### src/rtl/tpu_pkg.sv
// Shared types and constants for the TPU weight path.
package tpu_pkg;

    typedef enum logic [1:0] {
        IDLE  = 2'd0,
        FETCH = 2'd1,
        DONE  = 2'd2
    } wl_state_t;

    localparam int WT_ROWS_PER_TILE  = 3;
    localparam int WT_BYTES_PER_WORD = 3;

endpackage

### src/rtl/wl_skid_buffer.sv
// Two-entry output stage for weight_loader: a head register presented to the array plus a skid
// register, filled by the word that returns from the FIFO one cycle after each pop.
module wl_skid_buffer #(
    parameter int DATA_WIDTH = 24
) (
    input  logic                  clk,
    input  logic                  rst_n,
    input  logic                  flush,
    input  logic                  fill_valid,
    input  logic [DATA_WIDTH-1:0] fill_data,
    input  logic                  ready,
    output logic                  valid,
    output logic [DATA_WIDTH-1:0] data,
    output logic [1:0]            count
);

    logic                  head_valid;
    logic                  skid_valid;
    logic [DATA_WIDTH-1:0] head_data;
    logic [DATA_WIDTH-1:0] skid_data;
    logic                  take;

    // An empty head lets the returning word reach the array in the cycle it arrives.
    assign valid = head_valid | fill_valid;
    assign data  = (head_valid || !fill_valid) ? head_data : fill_data;
    assign take  = valid & ready;
    assign count = {1'b0, head_valid} + {1'b0, skid_valid};

    always_ff @(posedge clk) begin
        // NOTE: the data registers are cleared as well, so the array port reads zero after reset or flush.
        if (!rst_n || flush) begin
            head_valid <= 1'b0;
            skid_valid <= 1'b0;
            head_data  <= '0;
            skid_data  <= '0;
        end else if (head_valid) begin
            // NOTE: non-blocking assignments so head and skid both shift from their pre-edge values.
            if (take) begin
                if (skid_valid) begin
                    head_data  <= skid_data;
                    skid_valid <= fill_valid;
                    if (fill_valid) skid_data <= fill_data;
                end else begin
                    head_valid <= fill_valid;
                    if (fill_valid) head_data <= fill_data;
                end
            end else if (fill_valid) begin
                skid_valid <= 1'b1;
                skid_data  <= fill_data;
            end
        end else if (fill_valid && !take) begin
            head_valid <= 1'b1;
            head_data  <= fill_data;
        end
    end

endmodule

### src/rtl/weight_loader.sv
// Pops 3 x num_tiles words from the weight FIFO and streams them to the systolic array as
// rows of three 8-bit weights over valid/ready, tracking row position and tile/load completion.
module weight_loader
    import tpu_pkg::*;
#(
    parameter int DATA_WIDTH    = 24,
    parameter int ROWS_PER_TILE = WT_ROWS_PER_TILE,
    parameter int CNT_WIDTH     = 10
) (
    input  logic                  clk,
    input  logic                  rst_n,
    input  logic                  start,
    input  logic [7:0]            num_tiles,
    input  logic                  flush,
    output logic                  rd_en,
    input  logic [DATA_WIDTH-1:0] rd_data,
    input  logic                  rd_empty,
    output logic                  wt_valid,
    input  logic                  wt_ready,
    output logic [DATA_WIDTH-1:0] wt_data,
    output logic [1:0]            wt_row,
    output logic                  wt_last,
    output logic                  busy,
    output logic                  tile_done,
    output logic                  load_done
);

    localparam logic [CNT_WIDTH-1:0] ROWS_C   = CNT_WIDTH'(ROWS_PER_TILE);
    localparam logic [1:0]           LAST_ROW = 2'(ROWS_PER_TILE - 1);

    wl_state_t            state, next_state;
    logic [CNT_WIDTH-1:0] words_left;
    logic [CNT_WIDTH-1:0] accept_left;
    logic [CNT_WIDTH-1:0] load_words;
    logic                 inflight;
    logic                 accept;
    logic [1:0]           buf_count;
    logic [1:0]           occupancy;
    logic [1:0]           occ_after;

    wl_skid_buffer #(.DATA_WIDTH(DATA_WIDTH)) u_skid (
        .clk        (clk),
        .rst_n      (rst_n),
        .flush      (flush),
        .fill_valid (inflight),
        .fill_data  (rd_data),
        .ready      (wt_ready),
        .valid      (wt_valid),
        .data       (wt_data),
        .count      (buf_count)
    );

    assign accept     = wt_valid & wt_ready;
    assign occupancy  = buf_count + {1'b0, inflight};
    assign occ_after  = occupancy - {1'b0, accept};
    assign load_words = CNT_WIDTH'(num_tiles) * ROWS_C;
    assign wt_last    = (wt_row == LAST_ROW);
    assign tile_done  = accept & wt_last;

    always_ff @(posedge clk) begin
        if (!rst_n) state <= IDLE;
        else        state <= next_state;
    end

    // An empty load still passes through FETCH, so its completion lands two cycles after start.
    always_comb begin
        next_state = state;
        if (flush) begin
            next_state = IDLE;
        end else begin
            case (state)
                IDLE:    if (start) next_state = FETCH;
                FETCH:   if (accept_left == '0 || (accept && accept_left == CNT_WIDTH'(1)))
                             next_state = DONE;
                DONE:    next_state = IDLE;
                default: next_state = IDLE;
            endcase
        end
    end

    always_comb begin
        // NOTE: every output gets a default before any condition, so no path can infer a latch.
        rd_en     = 1'b0;
        busy      = (state != IDLE);
        load_done = (state == DONE);
        if (state == FETCH && !flush && !rd_empty && words_left != '0 && occ_after < 2'd2)
            rd_en = 1'b1;
    end

    always_ff @(posedge clk) begin
        if (!rst_n || flush) begin
            words_left  <= '0;
            accept_left <= '0;
            inflight    <= 1'b0;
            wt_row      <= '0;
        end else begin
            if (state == IDLE && start) begin
                words_left  <= load_words;
                accept_left <= load_words;
            end else begin
                if (rd_en) words_left <= words_left - CNT_WIDTH'(1);
                if (accept && state == FETCH) accept_left <= accept_left - CNT_WIDTH'(1);
            end
            inflight <= rd_en;
            if (accept) wt_row <= wt_last ? 2'd0 : wt_row + 2'd1;
        end
    end

endmodule

### config.mk
export PLATFORM = sky130hd
export DESIGN_NAME = weight_loader
export DESIGN_NICKNAME = d
export VERILOG_FILES = /design/src/rtl/tpu_pkg.sv /design/src/rtl/wl_skid_buffer.sv /design/src/rtl/weight_loader.sv
export SDC_FILE = /design/constraint.sdc
export NUM_CORES = 1
export LEC_CHECK = 0
export CAP_MARGIN = 25
export CORE_UTILIZATION = 45
export DETAILED_ROUTE_END_ITERATION = 6
export HOLD_SLACK_MARGIN = 0.08
export PLACE_DENSITY = 0.72
export SLEW_MARGIN = 15
export SYNTH_ARGS = -nofsm -noshare
export SYNTH_HDL_FRONTEND = slang
export SYNTH_HIERARCHICAL = 1
export SYNTH_SLANG_ARGS = --single-unit
### constraint.sdc
create_clock -name clk -period 3.1 [get_ports clk]
set_clock_uncertainty 0.05 [all_clocks]
set_input_delay 0.62 -clock clk [delete_from_list [all_inputs] [get_ports clk]]
set_output_delay 0.62 -clock clk [all_outputs]
set_load 0.02 [all_outputs]
==> flow_metrics.py, run 1 <==
metrics = {
    "worst_setup_path": {
        "worstRegToRegCells": 10,
        "worstSetupEndpointType": "primary output",
        "r2r-start": "u_skid/head_valid",
        "path_delay_family": "buffers and inverters",
        "critPathMaxStageDelay_ns": 0.54,
        "crit_required_ns": 2.43,
        "worstSetupPathType": "reg -> out",
        "cp-start-kind": "register",
        "worst_path_most_repeated_cell": "buf_4",
        "worst-path-buf-inv": 3,
        "cp_slowest_cell": "clkdlybuf4s50_1",
        "crit_chain": "buf_4, nor2b_2, buf_4, mux2_2, clkdlybuf4s50_1",
        "rrSetupSlack_ns": 0.72,
        "critical_path_arrival_ns": 2.27,
        "r2r_end": "words_left[9]",
        "crit_path_max_fanout": 33,
    },
    "cts": {
        "clock_sinks": 75,
        "cts.path.max_buffers": 2,
        "worstSkewPairLatency_ns": 0.35,
        "ctsHoldBuffers": 0,
        "cts_made_buffers": 9,
        "path_clk_slew_ns": 0.08,
        "cts_root_buf": "clkbuf_8",
        "htree_num_levels": 3,
        "post_cts_buffers": 0,
        "cts_tree": "yes",
    },
    "pwr": {
        "power_density_nw_per_um2": 357,
        "power_frac_comb_pct": 14.5,
        "irDropWorstVdd_v": 0.000238,
        "p_leak_nw": 1.92,
        "p_sw_mw": 0.536,
        "p_int_mw": 1.40,
        "switching_share_pct": 27.7,
        "clkPwrFrac_pct": 34.2,
        "seq_power_share_pct": 51.3,
        "finalPower_mw": 1.93,
    },
    "synth": {
        "synth_flop_cell": "dfxtp_1",
        "synth_edf_count": 0,
        "async_reset_ff_share_pct": 0,
        "synth.cell_area_um2": 4410,
        "syn_avg_cell_area_um2": 8.69,
        "synth_seq_cells": 75,
        "syn_nets": 561,
        "ys_types": 57,
        "ys_seq_area_share_pct": 34.0,
        "synth_warnings": 6,
        "synth_cells": 508,
    },
    "routing": {
        "dr.pass1.iters": 4,
        "wl_per_cell_um": 15.2,
        "viasPerCell": 5.71,
        "vias": 4006,
        "antenna_left": 0,
        "routed_wl_mm": 10.7,
        "drc": 0,
        "drtIter0Drc": 170,
    },
    "sta": {
        "hold_viol": 0,
        "worstMarginPinSlew_ns": 0.887,
        "finalCriticalPeriod_ns": 2.94,
        "slew_headroom_pct": 40.7,
        "finalSetupViolations": 0,
        "rsz0062_at_grt": "no",
        "fin_crit_sh_pct": 94.7,
        "setup_ws_ns": 0.163,
        "clock.fmax_mhz": 340,
        "slew_viol_final": 0,
    },
    "global_route": {
        "grt_remaining_overflow": 0,
        "use_met1_pct": 27.4,
        "met2_usage_pct": 39.4,
        "grt_pass1_wl_mm": 18.2,
        "use_met3_pct": 4.44,
        "grt_max_degree": 49,
        "antenna_found_initial": 0,
        "busiest_layer": "met2",
        "grt_pass1_vias": 3904,
        "track_usage_pct": 22.4,
    },
    "final_layout": {
        "drive_above_1_share_pct": 13.3,
        "final_common_cell": "dfxtp_1",
        "num-fill-cells": 842,
        "num-nets-final": 621,
        "most-common-layout-cells": "dfxtp_1, clkdlybuf4s50_1, a21oi_1",
        "antenna_cells": 0,
        "area_delta_synth_final_pct": 22.8,
    },
    "floorplanning": {
        "num_rows": 35,
        "die_y_um": 101,
        "core_area_um2": 9370,
        "dieArea_um2": 10200,
        "ios": 70,
        "initial_core_util_pct": 47.1,
        "die_x_um": 101,
    },
    "worst_hold_path": {
        "holdCritStartpoint": "u_skid/skid_data[7]",
        "hold_depth": 2,
        "whs_endpoint": "u_skid/skid_data[7]",
        "hp-class": "reg -> reg",
    },
    "place": {
        "gp_congestion": 0.857,
        "pre_cts_slack_ns": -0.128,
        "hpwl_mm": 7.26,
        "port_buffers": 69,
    },
    "flow_run": {
        "cap_violations": 0,
    },
    "outcome": {
        "status": "complete, no violations",
    },
}
[cells by family after synthesis]
| kind of cell | count (synthesis) | synth area share [%] |
|---|---|---|
| and+or+nand+nor | 192 | 24.7 |
| AOI/OAI and AO/OA | 129 | 21.3 |
| DFF | 75 | 34.0 |
| buffers and inverters | 56 | 5.92 |
| muxes | 26 | 6.58 |
| adders and majority gates | 16 | 4.65 |
| xor gates and xnor gates | 14 | 2.78 |
[how the worst max path moves through the flow]
stage	start	endpoint	slack [ns]	cells after the start
finish	u_skid/head_valid	wt_data[0]	0.16	5
global route	u_skid/head_valid	wt_data[0]	0.08	5
CTS	wt_ready	rd_en	0.12	9
detailed placement	wt_ready	rd_en	-0.13	9
global placement	wt_ready	rd_en	-0.17	9
floorplan	u_skid/head_valid	rd_en	0.006	11
[layout make-up]
cell class              instances  area [um2]  share of cell area [%]
multi-input cells             377        2660                    49.1
clock buffers                  10         128                    2.36
repair buffers                 91         876                    16.2
inverters                      14        52.6                   0.970
clock inverters                 6        41.3                   0.762
well taps                     129         161                    2.98
flip-flops and latches         75        1500                    27.7
[power groups by stage]
| stage | clock (mW) | sequential [mW] | combinational, mW |
|---|---|---|---|
| floorplan | 0 | 1.01 | 0.167 |
| global placement | 0 | 1.01 | 0.272 |
| detailed placement | 0 | 1.01 | 0.279 |
| CTS | 0.674 | 0.992 | 0.280 |
| global route | 0.718 | 0.995 | 0.309 |
| finish | 0.661 | 0.993 | 0.281 |
[worst register-to-register path: stages, from the launching register on]
cell and delay (ns):
dfxtp_1 0.33, or2_1 0.24, nand2_1 0.09, inv_1 0.04, ha_1 0.27, nor2b_1 0.14, xnor2_1 0.17, buf_4 0.17
nand4_1 0.18, or4_1 0.46, a31oi_1 0.17
[routing by layer]
layer	up-vias	share of wire, %
met5	-	0
met4	0	1.1
met3	8	5.6
met2	113	49
met1	1890	44
li1	1995	-
[synth_stat cells (all sizes together), types with 13 or more instances]
cell / n / area (um2)
a21oi: 43 / 219
mux2: 24 / 270
nor2: 13 / 48.8
nor3: 35 / 180
a311oi: 24 / 335
clkbuf: 20 / 75.1
nand3: 32 / 160
buf: 22 / 134
nand2: 39 / 146
o21ai: 34 / 170
inv: 14 / 52.6
or3b: 24 / 210
ha: 14 / 175
dfxtp: 75 / 1500
[sequential cells by signal, summed over array words and instances (netlist names)]
name / cells
accept_left: 10
inflight: 1
state: 2
u_skid/head_data: 24
u_skid/head_valid: 1
u_skid/skid_data: 24
u_skid/skid_valid: 1
words_left: 10
wt_row: 2
[stage by stage]
stage | area [um2] | instances | util, % | setup TNS [ns] | hold slack, ns
after floorplan | 4410 | 508 | - | 0 | 0.409
after global placement | 5260 | 686 | 56.1 | -0.168 | 0.413
after detailed placement | 5260 | 686 | 56.1 | -0.128 | 0.421
after CTS | 5420 | 702 | 57.9 | 0 | 0.433
after global routing | 5420 | 702 | 57.8 | 0 | 0.463
final | 5420 | 702 | 57.8 | 0 | 0.431
[repair_timing]
action                                  4_1_cts  5_1_grt
resized for setup                             1        2
endpoints found under the hold margin         0        0
endpoints found under the setup margin        1        1
pin swaps                                     0        0
(Power assumes the default switching activity.)
==> inputs of run 2 (changes only) <==
- CORE_UTILIZATION: 45 -> 54
- PLACE_DENSITY: 0.72 -> 0.83
- REMOVE_ABC_BUFFERS: unset -> 1
- SETUP_SLACK_MARGIN: unset -> 0.4
==> flow_metrics.py, run 2 (same netlist as run 1, synthesis figures left out) <==
metrics = {
    "outcome": {
        "status": "complete, no violations",
    },
    "worst_setup_path": {
        "r2r_end": "words_left[9]",
        "worstRegToRegCells": 12,
        "crit_required_ns": 2.43,
        "worstSetupPathType": "reg -> out",
        "worstSetupEndpointType": "primary output",
        "cp-start-kind": "register",
        "crit_path_max_fanout": 4,
        "r2r-start": "u_skid/head_valid",
        "critical_path_arrival_ns": 1.97,
        "rrSetupSlack_ns": 0.55,
    },
    "cts": {
        "cts.path.max_buffers": 2,
        "worstSkewPairLatency_ns": 0.35,
        "ctsHoldBuffers": 0,
        "cts_root_buf": "clkbuf_8",
        "cts_tree": "yes",
        "clock_sinks": 75,
        "htree_num_levels": 3,
        "path_clk_slew_ns": 0.09,
        "cts_made_buffers": 9,
    },
    "final_layout": {
        "regArea_um2": 1500,
        "area_delta_synth_final_pct": 23.2,
        "reg_top3": "u_skid/head_data (24), u_skid/skid_data (24)",
        "num-nets-final": 623,
        "finish.utilization_pct": 69.7,
        "most-common-layout-cells": "dfxtp_1, a21oi_1, clkdlybuf4s50_1",
        "antenna_cells": 0,
        "num-fill-cells": 643,
        "stdcell_count": 677,
        "multi_input_area_um2": 2680,
        "final_common_cell": "dfxtp_1",
        "drive_above_1_share_pct": 14.6,
    },
    "global_route": {
        "met2_usage_pct": 45.2,
        "grt_pass1_wl_mm": 17.9,
        "use_met3_pct": 4.93,
        "busiest_layer": "met2",
        "grt_pass1_vias": 3810,
        "track_usage_pct": 25.8,
        "antenna_found_initial": 0,
        "grt_remaining_overflow": 0,
        "use_met1_pct": 32.3,
        "grt_max_degree": 51,
    },
    "routing": {
        "drc": 0,
        "drtIter0Drc": 265,
        "vias": 4137,
        "antenna_left": 0,
        "routed_wl_mm": 10.9,
        "dr.pass1.iters": 5,
        "wl_per_cell_um": 16.2,
        "viasPerCell": 6.11,
    },
    "sta": {
        "fin_crit_sh_pct": 85.2,
        "slew_headroom_pct": 41.0,
        "rsz0062_at_grt": "no",
        "hold_viol": 0,
        "setup_ws_ns": 0.459,
        "slew_viol_final": 0,
        "finalSetupViolations": 0,
        "worstMarginPinSlew_ns": 0.882,
        "finalCriticalPeriod_ns": 2.64,
        "clock.fmax_mhz": 379,
    },
    "pwr": {
        "power_frac_comb_pct": 13.8,
        "power_density_nw_per_um2": 380,
        "p_int_mw": 1.51,
        "p_leak_nw": 2.08,
        "seq_power_share_pct": 48.1,
        "clkPwrFrac_pct": 38.1,
        "finalPower_mw": 2.07,
        "irDropWorstVdd_v": 0.000283,
        "switching_share_pct": 27.0,
        "p_sw_mw": 0.558,
    },
    "place": {
        "pre_cts_slack_ns": -0.191,
        "port_buffers": 69,
        "hpwl_mm": 7.34,
        "gp_congestion": 0.924,
        "dpl.cell_count": 657,
    },
    "floorplanning": {
        "ios": 70,
        "die_y_um": 92.4,
        "num_rows": 32,
        "core_area_um2": 7810,
        "dieArea_um2": 8540,
        "initial_core_util_pct": 56.5,
        "die_x_um": 92.4,
    },
    "worst_hold_path": {
        "whs_endpoint": "u_skid/skid_data[18]",
        "holdCritStartpoint": "u_skid/skid_data[18]",
        "hp-class": "reg -> reg",
        "hold_depth": 2,
    },
    "flow_run": {
        "cap_violations": 0,
    },
}
==> run 2: changes by cell type in the layout (fill, tap and decap cells not counted), moves of 2 or more <==
cell             delta
clkinv_2            -2
clkdlybuf4s50_1    -26
buf_6               +2
dlygate4sd2_1      +25
==> run 2: area by class of cell <==
cell class / instances / share of cell area [%]
timing repair buffer: 93 / 16.0
clock buffer: 10 / 2.53
clock inverter: 6 / 1.31
inverter: 14 / 0.966
sequential: 75 / 27.6
tap: 102 / 2.35
multi-input combinational: 377 / 49.2
==> run 2: metal layers <==
layer | vias up | routed length [um] | share of wire (%)
met4 | 0 | 104 | 0.95
met2 | 134 | 5550 | 51
met1 | 1984 | 4730 | 43
li1 | 2007 | - | -
met3 | 12 | 568 | 5.2
met5 | - | 0 | 0
==> run 2: critical path: stages, from the launching register on <==
cell and delay, ns:
dfxtp_2 0.34, or2_4 0.25, nand2_2 0.07, inv_1 0.04, ha_1 0.26, nor2b_1 0.15, xnor2_1 0.17, nand3_1 0.14
inv_1 0.10, buf_6 0.11
==> run 2: how the worst max path moves through the flow <==
stage                            from  endpoint  slack (ns)  cells after the start
finish              u_skid/head_valid     rd_en        0.46                      9
global route        u_skid/head_valid     rd_en        0.38                      9
CTS                          wt_ready     rd_en        0.26                      9
detailed placement           wt_ready     rd_en       -0.19                      9
global placement             wt_ready     rd_en       -0.07                      9
floorplan           u_skid/head_valid     rd_en       -0.02                      8
==> run 2: what timing repair did <==
item / CTS / global route
setup buffers: 2 / 2
pin swaps: 2 / 5
resized for setup: 33 / 9
endpoints found under the setup margin: 26 / 6
==> run 2: power groups by stage <==
| stage | clock [mW] | sequential (mW) | combinational (mW) |
|---|---|---|---|
| 2_1_floorplan | 0 | 1.01 | 0.159 |
| 3_3_place_gp | 0 | 1.01 | 0.270 |
| 3_5_place_dp | 0 | 1.02 | 0.278 |
| 4_1_cts | 0.795 | 0.993 | 0.279 |
| 5_1_grt | 0.846 | 0.996 | 0.312 |
| 6_report | 0.787 | 0.994 | 0.286 |
==> run 2: through the flow <==
stage | cell area [um2] | setup TNS, ns | hold slack (ns)
2_1_floorplan | 4210 | -0.0245 | 0.409
3_3_place_gp | 5190 | -0.0675 | 0.415
3_5_place_dp | 5190 | -0.191 | 0.421
4_1_cts | 5400 | 0 | 0.433
5_1_grt | 5440 | 0 | 0.450
6_report | 5440 | 0 | 0.432
